File: src/rtl/reg6502_pkg.sv
// Shared types and constants for the 6502 register-load and future ALU sequencers.
// Holds the FSM state enum, the supported opcode set and the mux/address select codes.
package reg6502_pkg;

  typedef enum logic [2:0] {
    ST_INIT,
    ST_FETCH,
    ST_DECODE,
    ST_OPER_LO,
    ST_OPER_HI,
    ST_READ,
    ST_WB,
    ST_FAULT
  } state_t;

  typedef enum logic [1:0] {
    CLS_IMM,
    CLS_ZP,
    CLS_ABS,
    CLS_XFER
  } addr_cls_t;

  typedef enum logic [1:0] {
    DST_NONE,
    DST_A,
    DST_X,
    DST_Y
  } dst_t;

  typedef struct packed {
    addr_cls_t  cls;
    dst_t       dst;
    logic [1:0] src;
    logic       legal;
  } dec_t;

  localparam logic [7:0] OP_LDA_IMM = 8'hA9;
  localparam logic [7:0] OP_LDA_ZP  = 8'hA5;
  localparam logic [7:0] OP_LDA_ABS = 8'hAD;
  localparam logic [7:0] OP_LDX_IMM = 8'hA2;
  localparam logic [7:0] OP_LDY_IMM = 8'hA0;
  localparam logic [7:0] OP_TAX     = 8'hAA;
  localparam logic [7:0] OP_TXA     = 8'h8A;
  localparam logic [7:0] OP_TAY     = 8'hA8;
  localparam logic [7:0] OP_TYA     = 8'h98;

  localparam logic [1:0] SRC_MEM = 2'd0;
  localparam logic [1:0] SRC_A   = 2'd1;
  localparam logic [1:0] SRC_X   = 2'd2;
  localparam logic [1:0] SRC_Y   = 2'd3;

  localparam logic [1:0] ADDR_PC  = 2'd0;
  localparam logic [1:0] ADDR_ZP  = 2'd1;
  localparam logic [1:0] ADDR_ABS = 2'd2;

  function automatic logic is_mem_state(input state_t s);
    return (s == ST_FETCH) || (s == ST_OPER_LO) || (s == ST_OPER_HI) || (s == ST_READ);
  endfunction

endpackage

File: src/rtl/reg_load_sequencer_if.sv
// Memory read handshake between the load sequencer and the memory/PC block.
// master = sequencer side, slave = memory side.
interface reg_load_sequencer_if;
  logic [7:0] mem_data;
  logic       mem_ack;
  logic       mem_req;
  logic [1:0] addr_sel;
  logic       pc_inc;

  modport master (
    output mem_req, addr_sel, pc_inc,
    input  mem_data, mem_ack
  );

  modport slave (
    input  mem_req, addr_sel, pc_inc,
    output mem_data, mem_ack
  );
endinterface

File: src/rtl/reg_load_decode.sv
// Opcode classifier: addressing class, destination register, mux source, legality.
// Latency: purely combinational.
// Backpressure: none, no handshake.
module reg_load_decode
  import reg6502_pkg::*;
(
  input  logic [7:0] opcode,
  output dec_t       dec
);

  always_comb begin
    dec = '{cls: CLS_XFER, dst: DST_NONE, src: SRC_MEM, legal: 1'b0};
    case (opcode)
      OP_LDA_IMM: dec = '{cls: CLS_IMM,  dst: DST_A, src: SRC_MEM, legal: 1'b1};
      OP_LDX_IMM: dec = '{cls: CLS_IMM,  dst: DST_X, src: SRC_MEM, legal: 1'b1};
      OP_LDY_IMM: dec = '{cls: CLS_IMM,  dst: DST_Y, src: SRC_MEM, legal: 1'b1};
      OP_LDA_ZP:  dec = '{cls: CLS_ZP,   dst: DST_A, src: SRC_MEM, legal: 1'b1};
      OP_LDA_ABS: dec = '{cls: CLS_ABS,  dst: DST_A, src: SRC_MEM, legal: 1'b1};
      OP_TAX:     dec = '{cls: CLS_XFER, dst: DST_X, src: SRC_A,   legal: 1'b1};
      OP_TAY:     dec = '{cls: CLS_XFER, dst: DST_Y, src: SRC_A,   legal: 1'b1};
      OP_TXA:     dec = '{cls: CLS_XFER, dst: DST_A, src: SRC_X,   legal: 1'b1};
      OP_TYA:     dec = '{cls: CLS_XFER, dst: DST_A, src: SRC_Y,   legal: 1'b1};
      default: ;
    endcase
  end

endmodule

File: src/rtl/reg_load_sequencer.sv
// Micro-sequencer for the A/X/Y load paths: fetch, operand/read cycles, one-cycle load strobes.
// Latency (zero-wait memory): transfer 3, imm 4, zp 5, abs 6 cycles from FETCH to WB.
// Backpressure: each memory state holds mem_req until mem_ack; TIMEOUT unacked cycles -> FAULT.
module reg_load_sequencer
  import reg6502_pkg::*;
#(
  parameter int unsigned TIMEOUT = 15
) (
  input  logic                 FSM_Signal,
  input  logic                 reset_n,
  reg_load_sequencer_if.master mem,
  output logic [1:0]           src_sel,
  output logic                 load_A,
  output logic                 load_X,
  output logic                 load_Y,
  output logic                 reset_A,
  output logic                 reset_X,
  output logic                 reset_Y,
  output logic                 load_NZ,
  output logic [7:0]           opl,
  output logic [7:0]           oph,
  output logic [7:0]           ir,
  output logic [7:0]           data_latch,
  output logic                 illegal,
  output logic                 bus_err
);

  localparam logic [7:0] WAIT_LAST = 8'(TIMEOUT - 1);

  state_t     state, state_nxt;
  logic [7:0] wait_cnt;
  dec_t       dec;
  logic       mem_phase, acked, timed_out;

  reg_load_decode u_decode (
    .opcode (ir),
    .dec    (dec)
  );

  // An ack outside a memory state is meaningless and must not move the FSM.
  assign mem_phase = is_mem_state(state);
  assign acked     = mem_phase && mem.mem_ack;
  assign timed_out = mem_phase && !mem.mem_ack && (wait_cnt == WAIT_LAST);

  always_ff @(posedge FSM_Signal or negedge reset_n) begin
    if (!reset_n) state <= ST_INIT;
    else          state <= state_nxt;
  end

  always_comb begin
    state_nxt = state;
    case (state)
      ST_INIT:    state_nxt = ST_FETCH;
      ST_FETCH:   if (acked) state_nxt = ST_DECODE;
      ST_DECODE: begin
        if (!dec.legal)              state_nxt = ST_FETCH;
        else if (dec.cls == CLS_XFER) state_nxt = ST_WB;
        else                          state_nxt = ST_OPER_LO;
      end
      ST_OPER_LO: begin
        if (acked) begin
          case (dec.cls)
            CLS_IMM: state_nxt = ST_WB;
            CLS_ZP:  state_nxt = ST_READ;
            default: state_nxt = ST_OPER_HI;
          endcase
        end
      end
      ST_OPER_HI: if (acked) state_nxt = ST_READ;
      ST_READ:    if (acked) state_nxt = ST_WB;
      ST_WB:      state_nxt = ST_FETCH;
      default:    state_nxt = state;
    endcase
    if (timed_out) state_nxt = ST_FAULT;
  end

  always_ff @(posedge FSM_Signal or negedge reset_n) begin
    if (!reset_n) begin
      ir         <= 8'h00;
      opl        <= 8'h00;
      oph        <= 8'h00;
      data_latch <= 8'h00;
      wait_cnt   <= 8'h00;
      illegal    <= 1'b0;
      bus_err    <= 1'b0;
    end else begin
      // Any state change starts a fresh wait window; staying in a memory state means no ack.
      if (state_nxt != state) wait_cnt <= 8'h00;
      else if (mem_phase)     wait_cnt <= wait_cnt + 8'd1;

      if (state == ST_FETCH && acked) ir <= mem.mem_data;
      if (state == ST_OPER_LO && acked) begin
        opl        <= mem.mem_data;
        data_latch <= mem.mem_data;
      end
      if (state == ST_OPER_HI && acked) oph <= mem.mem_data;
      if (state == ST_READ && acked) data_latch <= mem.mem_data;
      if (state == ST_DECODE && !dec.legal) illegal <= 1'b1;
      if (timed_out) bus_err <= 1'b1;
    end
  end

  // Gated by reset_n so every strobe drops the moment reset is asserted, INIT included.
  always_comb begin
    mem.mem_req  = 1'b0;
    mem.addr_sel = ADDR_PC;
    mem.pc_inc   = 1'b0;
    src_sel      = SRC_MEM;
    load_A       = 1'b0;
    load_X       = 1'b0;
    load_Y       = 1'b0;
    reset_A      = 1'b0;
    reset_X      = 1'b0;
    reset_Y      = 1'b0;
    load_NZ      = 1'b0;
    if (reset_n) begin
      case (state)
        ST_INIT: begin
          reset_A = 1'b1;
          reset_X = 1'b1;
          reset_Y = 1'b1;
        end
        ST_FETCH, ST_OPER_LO, ST_OPER_HI: begin
          mem.mem_req = 1'b1;
          mem.pc_inc  = mem.mem_ack;
        end
        ST_READ: begin
          mem.mem_req  = 1'b1;
          mem.addr_sel = (dec.cls == CLS_ABS) ? ADDR_ABS : ADDR_ZP;
        end
        ST_WB: begin
          load_NZ = 1'b1;
          src_sel = dec.src;
          case (dec.dst)
            DST_A:   load_A = 1'b1;
            DST_X:   load_X = 1'b1;
            DST_Y:   load_Y = 1'b1;
            default: ;
          endcase
        end
        default: ;
      endcase
    end
  end

endmodule

File: src/flat_wrapper.sv
// flat-port wrapper written by rule: the top's interface ports become plain ports
module reg_load_sequencer_flat import reg6502_pkg::*;
#(
  parameter int unsigned TIMEOUT = 15
)
  (FSM_Signal, reset_n, src_sel, load_A, load_X, load_Y, reset_A, reset_X, reset_Y, load_NZ, opl, oph, ir, data_latch, illegal, bus_err, mem_mem_req, mem_addr_sel, mem_pc_inc, mem_mem_data, mem_mem_ack);
  reg_load_sequencer_if mem_i ();
  input  logic FSM_Signal;
  input  logic reset_n;
  output logic [1:0] src_sel;
  output logic load_A;
  output logic load_X;
  output logic load_Y;
  output logic reset_A;
  output logic reset_X;
  output logic reset_Y;
  output logic load_NZ;
  output logic [7:0] opl;
  output logic [7:0] oph;
  output logic [7:0] ir;
  output logic [7:0] data_latch;
  output logic illegal;
  output logic bus_err;
  output wire logic [$bits(mem_i.mem_req)-1:0] mem_mem_req;
  output wire logic [$bits(mem_i.addr_sel)-1:0] mem_addr_sel;
  output wire logic [$bits(mem_i.pc_inc)-1:0] mem_pc_inc;
  input wire logic [$bits(mem_i.mem_data)-1:0] mem_mem_data;
  input wire logic [$bits(mem_i.mem_ack)-1:0] mem_mem_ack;
  assign mem_mem_req = mem_i.mem_req;
  assign mem_addr_sel = mem_i.addr_sel;
  assign mem_pc_inc = mem_i.pc_inc;
  assign mem_i.mem_data = mem_mem_data;
  assign mem_i.mem_ack = mem_mem_ack;
  reg_load_sequencer #(.TIMEOUT(TIMEOUT)) u_core (.FSM_Signal(FSM_Signal), .reset_n(reset_n), .mem(mem_i), .src_sel(src_sel), .load_A(load_A), .load_X(load_X), .load_Y(load_Y), .reset_A(reset_A), .reset_X(reset_X), .reset_Y(reset_Y), .load_NZ(load_NZ), .opl(opl), .oph(oph), .ir(ir), .data_latch(data_latch), .illegal(illegal), .bus_err(bus_err));
endmodule
File: config.mk
export PLATFORM = sky130hd
export DESIGN_NAME = reg_load_sequencer_flat
export DESIGN_NICKNAME = d
export VERILOG_FILES = /design/src/rtl/reg6502_pkg.sv /design/src/rtl/reg_load_sequencer_if.sv /design/src/rtl/reg_load_decode.sv /design/src/rtl/reg_load_sequencer.sv /design/src/flat_wrapper.sv
export SDC_FILE = /design/constraint.sdc
export NUM_CORES = 1
export LEC_CHECK = 0
export CAP_MARGIN = 10
export CELL_PAD_IN_SITES_DETAIL_PLACEMENT = 1
export CELL_PAD_IN_SITES_GLOBAL_PLACEMENT = 1
export CORE_AREA = 5 5 84 86
export DETAILED_ROUTE_END_ITERATION = 10
export DIE_AREA = 0 0 89 91
export GPL_ROUTABILITY_DRIVEN = 0
export MAX_ROUTING_LAYER = met4
export PLACE_DENSITY_LB_ADDON = 0.1
export SLEW_MARGIN = 20
export SYNTH_ARGS = -nofsm -noshare
export SYNTH_HDL_FRONTEND = slang
export SYNTH_SLANG_ARGS = --single-unit
export TNS_END_PERCENT = 5
File: constraint.sdc
create_clock -name FSM_Signal -period 2.1 [get_ports FSM_Signal]
set_input_delay 0.21 -clock FSM_Signal [delete_from_list [all_inputs] [get_ports FSM_Signal]]
set_output_delay 0.21 -clock FSM_Signal [all_outputs]
set_load 0.01 [all_outputs]
==> results.cfg <==
[floorplan]
rows = 29
ioPinCount = 58
initial_utilization_pct = 37.7
dieArea_sq_um = 8100
fp.dieH_um = 91
fp.dieW_um = 89
design.core.area_sq_um = 6200

[cts]
cts_tree = done
path_clk_slew_ns = 0.09
worstSkewPairLatency_ns = 0.29
root_buffer = clkbuf_8
cts.sinks = 45
clockBufferDepth = 2
cts_buffers = 5
cts_max_level = 2

[drt]
avgViaCountPerCell = 5.21
dr.pass1.iters = 3
wl_per_cell_um = 18.0
drt_iter0_drc = 35
via_count = 1807
drcViolationCount = 0
antenna_left = 0
wl_um = 6250

[layout]
area_growth_pct = 39.6
fin_nets = 283
final_common_cell = clkdlybuf4s50_1
final_cell_mix = clkdlybuf4s50_1 (49), dfrtp_1 (43), mux2_2 (31)
diodes = 0
drive_gt1_share_pct = 32.2
postLayoutCoreUtil_pct = 52.6

[place]
io_buffers = 57
dp_hpwl_um = 4480
dp_slack_ns = 0.0605

[synthesis]
ys_types = 49
yosysWarnings = 0
yosysSeqAreaShare_pct = 48.2
synth-edff-count = 0
synthCells = 190
synth_async_sr_flop_share_pct = 100
synth-seq-cells = 45
synth_area_leader_cell = dfrtp_1
syn_area_sq_um = 2340
ys.flop_type = dfrtp_1
synth_top_area_share_pct = 48.2
avgSynthCellArea_sq_um = 12.3
synthesis.nets = 203
synth.area.top_cells = dfrtp_1 (48%), mux2_2 (15%), xor2_1 (2.6%)

[timing]
hold_viol = 0
setup_tns_ns = 0
fmax_mhz = 480
drv_slew = 0
rsz0062_at_grt = true
fin_skew_ns = 0.00711
period_share_pct = 99.2
slew_headroom_pct = 71.2
hold_slack_ns = 0.0324
worst_pin_slew_ns = 0.432
setup_ws_ns = 0.0176
fin_crit_ns = 2.08
setup_violations = 0

[setup_path]
path_class = flop to output port
start_kind = flop
r2r_setup_slack_ns = 0.10
cp_max_fo = 4
reg2reg_to = u_core.wait_cnt[1]$_DFFE_PN0P_
crit_required_ns = 1.89
cp_data_arrival_time_ns = 1.87
reg2regPathDepth = 7
r2r_start = u_core.ir[6]$_DFFE_PN0P_
cp-end-kind = output port

[power]
finalPower_uw = 4410
vdd_drop_max_mv = 0.693
power-per-cell-area_nw_per_um2 = 1350
p_leak_uw = 0.00143

[global_route]
antenna_found_initial = 0
grt_overflow = 0
track_usage_pct = 16.7
grt_pass1_vias = 1903
grt_max_degree = 46
grt_pass1_wl_um = 10100

[outcome]
status = complete, no violations

[flow_run]
drv_cap = 0

[hold_path]
holdCritPathClass = input pin to async pin
-- synth_stat cells, types with 3 or more instances --
library cell  number
xor2_1             7
and2_1             3
a21oi_1            5
nand4_1            3
nand3_1            7
inv_1              4
clkbuf_8           4
nor2_1            10
nand2_1            9
and3_1             5
mux2_2            31
o21ai_0            7
dfrtp_1           45
nor2b_1            3
nor3_1             6
-- what timing repair did --
| action | CTS | global route |
|---|---|---|
| endpoints found under the setup margin | 12 | 12 |
| endpoints found under the hold margin | 45 | 0 |
| hold buffers | 1 | 0 |
| pin swaps | 2 | 2 |
| buffers inserted | 0 | 5 |
| gates cloned | 0 | 0 |
| resized for setup | 11 | 10 |
-- metal layers --
layer	routed length [um]	GRT usage (%)
met2	2990	25.1
met5	0	-
met1	2960	23.0
met4	51	4.22
met3	249	3.44
-- worst max-delay path by stage --
| stage | slack [ns] | cells past startpoint | end | from |
|---|---|---|---|---|
| final | 0.02 | 6 | load_Y | u_core.ir[0]$_DFFE_PN0P_ |
| after global routing | -0.10 | 6 | load_Y | u_core.ir[0]$_DFFE_PN0P_ |
| after CTS | -0.14 | 5 | mem_addr_sel[1] | u_core.ir[6]$_DFFE_PN0P_ |
| after detailed placement | 0.06 | 6 | u_core.wait_cnt[1]$_DFFE_PN0P_ | mem_mem_ack |
| after global placement | 0.11 | 6 | u_core.wait_cnt[1]$_DFFE_PN0P_ | mem_mem_ack |
| after floorplan | 0.37 | 6 | u_core.wait_cnt[0]$_DFFE_PN0P_ | u_core.ir[3]$_DFFE_PN0P_ |
-- where the power goes --
part,internal [uW],switching [uW]
clock network,230,302
logic,1340,1050
registers,1220,271
-- flip-flops by register name, summed over array words and instances (netlist names) --
name               cells
u_core.oph             8
u_core.bus_err         1
u_core.data_latch      8
u_core.ir              8
u_core.illegal         1
u_core.state           3
u_core.wait_cnt        8
u_core.opl             8
-- worst max-delay path, cell delays in order (launching register included) --
cell,delay (ns)
dfrtp_1,0.40
buf_4,0.15
nor4b_4,0.35
nand2_1,0.11
o21ai_2,0.14
and3_1,0.16
dlygate4sd2_1,0.26
-- metrics by stage --
step	std cells	area, sq um
4_1_cts	342	3200
6_report	347	3260
3_3_place_gp	334	3080
2_1_floorplan	190	2340
5_1_grt	347	3260
3_5_place_dp	334	3080
-- layout make-up --
cell class | instances | area, sq um
Clock buffer | 5 | 68.8
Inverter | 5 | 18.8
Tap cell | 77 | 96.3
Fill cell | 681 | 2940
Sequential cell | 45 | 1130
Multi-Input combinational cell | 132 | 1150
Clock inverter | 2 | 16.3
Timing Repair Buffer | 81 | 782
-- logic make-up after synthesis --
family | after synthesis | share of synthesized area, %
AND/OR/NAND/NOR | 61 | 17.6
flip-flops | 45 | 48.2
multiplexers | 31 | 14.9
AO/OA/AOI/OAI | 30 | 11.0
buffers and inverters | 13 | 4.23
XOR/XNOR | 8 | 3.00
adder cells (fa/ha/maj) | 2 | 1.07
Note: power is estimated with default switching activity, not from simulation.
